===== src/rtl/uart_pkg.sv =====
// Shared UART definitions: clock/baud defaults, bit-period computation and FSM states.
// The PARITY state exists only when UART_TX_PARITY_EN is defined.
package uart_pkg;

    localparam int DEFAULT_FREQ = 12_000_000;
    localparam int DEFAULT_BAUD = 9600;
    localparam int CNT_W        = 11;

    function automatic int calc_lim(input int freq, input int baud);
        return freq / baud;
    endfunction

`ifdef UART_TX_PARITY_EN
    typedef enum logic [2:0] {
        IDLE,
        START,
        DATA,
        PARITY,
        STOP
    } uart_state_t;
`else
    typedef enum logic [2:0] {
        IDLE,
        START,
        DATA,
        STOP
    } uart_state_t;
`endif

endpackage


===== src/rtl/uart_baud_gen.sv =====
// Bit-period counter: runs 0..LIM-1 while enabled and pulses bit_tick on the last count.
// A clear restarts the period so a new frame always begins on a full bit.
module uart_baud_gen
    import uart_pkg::*;
#(
    parameter int LIM = calc_lim(DEFAULT_FREQ, DEFAULT_BAUD)
) (
    input  logic clk,
    input  logic nrst,
    input  logic clear,
    input  logic en,
    output logic bit_tick
);

    localparam logic [CNT_W-1:0] LAST = CNT_W'(LIM - 1);

    logic [CNT_W-1:0] cnt;

    assign bit_tick = en && (cnt == LAST);

    always_ff @(posedge clk) begin
        if (!nrst || clear) begin
            cnt <= '0;
        end else if (en) begin
            cnt <= bit_tick ? '0 : cnt + CNT_W'(1);
        end
    end

endmodule


===== src/rtl/uart_tx.sv =====
// 8N1 UART transmitter with valid/ready byte input and a registered serial line.
// Define UART_TX_PARITY_EN to insert an even-parity bit between the data and stop bits.
module uart_tx
    import uart_pkg::*;
#(
    parameter int FREQ = DEFAULT_FREQ,
    parameter int BAUD = DEFAULT_BAUD
) (
    input  logic       clk,
    input  logic       nrst,
    input  logic [7:0] tx_data,
    input  logic       tx_valid,
    output logic       tx_ready,
    output logic       tx_out,
    output logic       tx_busy
);

    localparam int LIM = calc_lim(FREQ, BAUD);

    uart_state_t state;
    logic [7:0]  shreg;
    logic [3:0]  bit_idx;
    logic        bit_tick;
    logic        accept;
    logic        baud_en;
`ifdef UART_TX_PARITY_EN
    logic        par_bit;
`endif

    assign accept  = tx_valid && tx_ready;
    assign baud_en = (state != IDLE);
    assign tx_busy = !tx_ready;

    uart_baud_gen #(
        .LIM(LIM)
    ) u_baud_gen (
        .clk     (clk),
        .nrst    (nrst),
        .clear   (accept),
        .en      (baud_en),
        .bit_tick(bit_tick)
    );

    // Each state drives the line value for the following bit, so tx_out changes only on ticks.
    always_ff @(posedge clk) begin
        if (!nrst) begin
            state    <= IDLE;
            shreg    <= '0;
            bit_idx  <= '0;
            tx_out   <= 1'b1;
            tx_ready <= 1'b1;
`ifdef UART_TX_PARITY_EN
            par_bit  <= 1'b0;
`endif
        end else begin
            case (state)
                IDLE: begin
                    if (accept) begin
                        shreg    <= tx_data;
                        bit_idx  <= '0;
                        tx_out   <= 1'b0;
                        tx_ready <= 1'b0;
                        state    <= START;
`ifdef UART_TX_PARITY_EN
                        par_bit  <= ^tx_data;
`endif
                    end
                end
                START: begin
                    if (bit_tick) begin
                        tx_out <= shreg[0];
                        shreg  <= {1'b0, shreg[7:1]};
                        state  <= DATA;
                    end
                end
                DATA: begin
                    if (bit_tick) begin
                        if (bit_idx == 4'd7) begin
                            bit_idx <= '0;
`ifdef UART_TX_PARITY_EN
                            tx_out  <= par_bit;
                            state   <= PARITY;
`else
                            tx_out  <= 1'b1;
                            state   <= STOP;
`endif
                        end else begin
                            bit_idx <= bit_idx + 4'd1;
                            tx_out  <= shreg[0];
                            shreg   <= {1'b0, shreg[7:1]};
                        end
                    end
                end
`ifdef UART_TX_PARITY_EN
                PARITY: begin
                    if (bit_tick) begin
                        tx_out <= 1'b1;
                        state  <= STOP;
                    end
                end
`endif
                STOP: begin
                    if (bit_tick) begin
                        tx_out   <= 1'b1;
                        tx_ready <= 1'b1;
                        state    <= IDLE;
                    end
                end
                default: begin
                    tx_out   <= 1'b1;
                    tx_ready <= 1'b1;
                    state    <= IDLE;
                end
            endcase
        end
    end

endmodule


===== config.mk =====
export PLATFORM = sky130hd
export DESIGN_NAME = uart_tx
export DESIGN_NICKNAME = d
export VERILOG_FILES = /design/src/rtl/uart_pkg.sv /design/src/rtl/uart_baud_gen.sv /design/src/rtl/uart_tx.sv
export SDC_FILE = /design/constraint.sdc
export NUM_CORES = 1
export LEC_CHECK = 0
export ABC_AREA = 1
export CORE_UTILIZATION = 35
export CTS_CLUSTER_SIZE = 30
export DETAILED_ROUTE_END_ITERATION = 10
export GPL_TIMING_DRIVEN = 0
export PLACE_DENSITY = 0.62
export SLEW_MARGIN = 20
export SYNTH_ARGS = -nofsm -noshare
export SYNTH_HDL_FRONTEND = slang
export SYNTH_SLANG_ARGS = --single-unit
export TNS_END_PERCENT = 1

===== constraint.sdc =====
create_clock -name clk -period 3.5 [get_ports clk]
set_input_delay 1.05 -clock clk [delete_from_list [all_inputs] [get_ports clk]]
set_output_delay 1.05 -clock clk [all_outputs]
set_load 0.1 [all_outputs]

==> results.yml <==
cts:
  clock_latency_ns: 0.28
  htree_levels: 1
  postCtsHoldBufs: 0
  numCtsBuffers: 3
  cts-root-buf: "clkbuf_8"
  clk_pin_slew_worst_paths_ns: 0.10
  cts_post_setup_buffers_inserted: 0
  cts_tree: "done"
  cts_sinks: 27
  post_cts_resized: 0
  clock_path_buffers: 2
min_path:
  holdPathStages: 2
  min-delay-start: "tx_out"
  holdCritPathClass: "reg -> reg"
  holdPathEnd: "tx_out"
die:
  die_x_um: 69.0
  die_h_um: 69.0
  fp.dieArea_um2: 4760
  core_um2: 4140
  rows: 23
  start_util_pct: 37.9
  io_pins: 14
sta:
  finalSetupViolCount: 0
  rsz0062_at_grt: "false"
  fin_tns_setup_ns: 0
  report.final.slew_viol_count: 0
  fin_crit_ns: 2.90
  final.period_utilization_pct: 82.8
  fin_worst_skew_ns: 0.00705
  timing.slew.headroom_pct: 34.7
  fmax_mhz: 345
  tightest_slew_ns: 0.977
  finalHoldViolations: 0
global_route:
  grt_pass1_vias: 1201
  grt_max_degree: 17
  track_usage_pct: 14.6
  antenna_found_initial: 0
  grt_overflow: 0
  grt_pass1_wl_um: 5160
yosys:
  synth_ff_type: "dfxtp_1"
  synth_area_leaders: "dfxtp_1 34%, nand2_1 12%, inv_1 9.8%, nor2_1 7.6%, ha_1 6.4%"
  synth_cells: 228
  synthDistinctLibCells: 27
  avgSynthCellArea_um2: 6.89
  ys_seq_elements: 27
  yosys.area.top_type: "dfxtp_1"
  async_flop_share_pct: 0
  syn_nets: 247
  ys_seq_area_share_pct: 34.4
  synth_top_area_share_pct: 34.4
  synth_edf_count: 0
  synth_area_um2: 1570
  yosys_warnings: 0
setup_path:
  worstSetupStartpointType: "register"
  crit_buf_inv: 1
  crit_required_ns: 2.45
  endpoint_kind: "output pin"
  rr_startpoint: "state[0]"
  crit_family: "buffers and inverters"
  cp.arrival_ns: 1.85
  cp_slowest_cell: "clkdlybuf4s50_1"
  cpPeakStageDelay_ns: 1.16
  reg2reg_slack_ns: 1.55
  reg2regPathDepth: 10
  critical_path.max_fanout: 5
  crit_type: "reg -> out"
  r2r-end: "u_baud_gen.cnt[10]"
  path_cells: "clkdlybuf4s50_1"
placement:
  dp.cells: 291
  place_congestion: 0.821
  dpl-instance-area_um2: 1760
  dp.final_hpwl_um: 2310
  numPortBuffers: 13
routing:
  dr.pass1.iters: 4
  drt_wl_total_um: 3020
  viasPerCell: 4.69
  drc: 0
  ant_nets: 0
  dr.first_iter.drc_count: 45
  wl_per_cell_um: 10.2
  vias: 1385
power:
  leakage_nw: 0.829
  power_switching_w: 0.000610
  p_sw_share_pct: 46.9
  clkPwrFrac_pct: 14.1
  powerDensity_nw_per_um2: 718
  p_comb_share_pct: 53.9
  p_int_w: 0.000691
  ir_drop_mv: 0.289
  p_seq_share_pct: 32.0
cells_and_area:
  instances_no_fill: 295
  synthToLayoutAreaGrowth_pct: 15.4
  stdcell_area_um2: 1810
  antennaDiodeCount: 0
  drive_gt1_share_pct: 6.94
  fin_nets: 265
  fin_util_pct: 43.7
status:
  outcome: "finished, final reports clean"
run:
  drv_cap: 0
[cell usage after synthesis (2+ instances only)]
library cell,n
nand2_1,49
inv_1,41
nor2_1,32
dfxtp_1,27
nand3_1,12
nand4_1,11
a21oi_1,10
o21ai_0,9
ha_1,8
mux2i_1,7
buf_2,2
nand2_2,2
nand3_4,2
nor3_1,2
xor2_1,2
[power by group through the flow]
stage                     combinational (W)  clock [W]  sequential [W]
after global placement             0.000696          0        0.000423
after CTS                          0.000705   0.000194        0.000416
final                              0.000701   0.000184        0.000416
after global routing               0.000786   0.000205        0.000425
after floorplan                    0.000502          0        0.000480
after detailed placement           0.000701          0        0.000424
[state kept, by name (all words and copies together), names as in the netlist]
name            cells
tx_ready            1
state               2
tx_out              1
u_baud_gen.cnt     11
shreg               8
bit_idx             4
[worst min-delay path: stages, from the launching register on]
cell     delay, ns
dfxtp_1       0.35
nand2_1       0.06
nand3_1       0.05
[logic make-up (layout without fill, tap and decap cells)]
logic type	Yosys count	after routing	synth area share, %
xor gates and xnor gates	2	2	1.12
adders and majority gates	8	8	6.37
DFF	27	27	34.4
muxes	7	7	4.46
AOI/OAI and AO/OA	24	24	9.00
buffers and inverters	47	64	11.6
and+or+nand+nor	113	113	33.0
[cell usage in the layout (no fill, tap or decap), types with 3 or more instances in the layout]
cell             synthesis  routed
a21oi_1                 10      10
clkbuf_8                 0       3
clkdlybuf4s50_1          0      13
dfxtp_1                 27      27
ha_1                     8       8
inv_1                   41      41
mux2i_1                  7       7
nand2_1                 49      49
nand3_1                 12      12
nand4_1                 11      11
nor2_1                  32      32
o21ai_0                  9       9
[cell type report]
| cell class | instances | area (um2) |
|---|---|---|
| well taps | 50 | 62.6 |
| fillers | 441 | 2330 |
| clock inverters | 1 | 7.51 |
| clock buffers | 3 | 41.3 |
| multi-input cells | 154 | 847 |
| repair buffers | 13 | 130 |
| plain buffers | 4 | 18.8 |
| inverters | 43 | 164 |
| flip-flops and latches | 27 | 541 |
[through the flow]
step	worst slack (ns)	power, W	hold WS [ns]
floorplan	0.772	0.000982	0.458
global placement	0.920	0.00112	0.465
detailed placement	0.912	0.00113	0.459
CTS	0.586	0.00132	0.484
global route	0.529	0.00142	0.507
finish	0.602	0.00130	0.481
[metal layers]
metal  share of wire [%]  global-route usage (%)
met1                  54                    19.1
met2                  42                    22.8
met3                 1.8                    2.47
met4                 1.9                    7.65
met5                   0                       0
[worst max path at each step]
stage / startpoint / end / slack [ns] / depth (start not counted)
floorplan: tx_ready / tx_busy / 0.77 / 1
global placement: tx_ready / tx_ready / 0.92 / 1
detailed placement: tx_ready / tx_ready / 0.91 / 1
CTS: tx_ready / tx_ready / 0.59 / 1
global route: tx_ready / tx_ready / 0.53 / 1
finish: tx_ready / tx_ready / 0.60 / 1
Note: power is estimated with default switching activity, not from simulation.
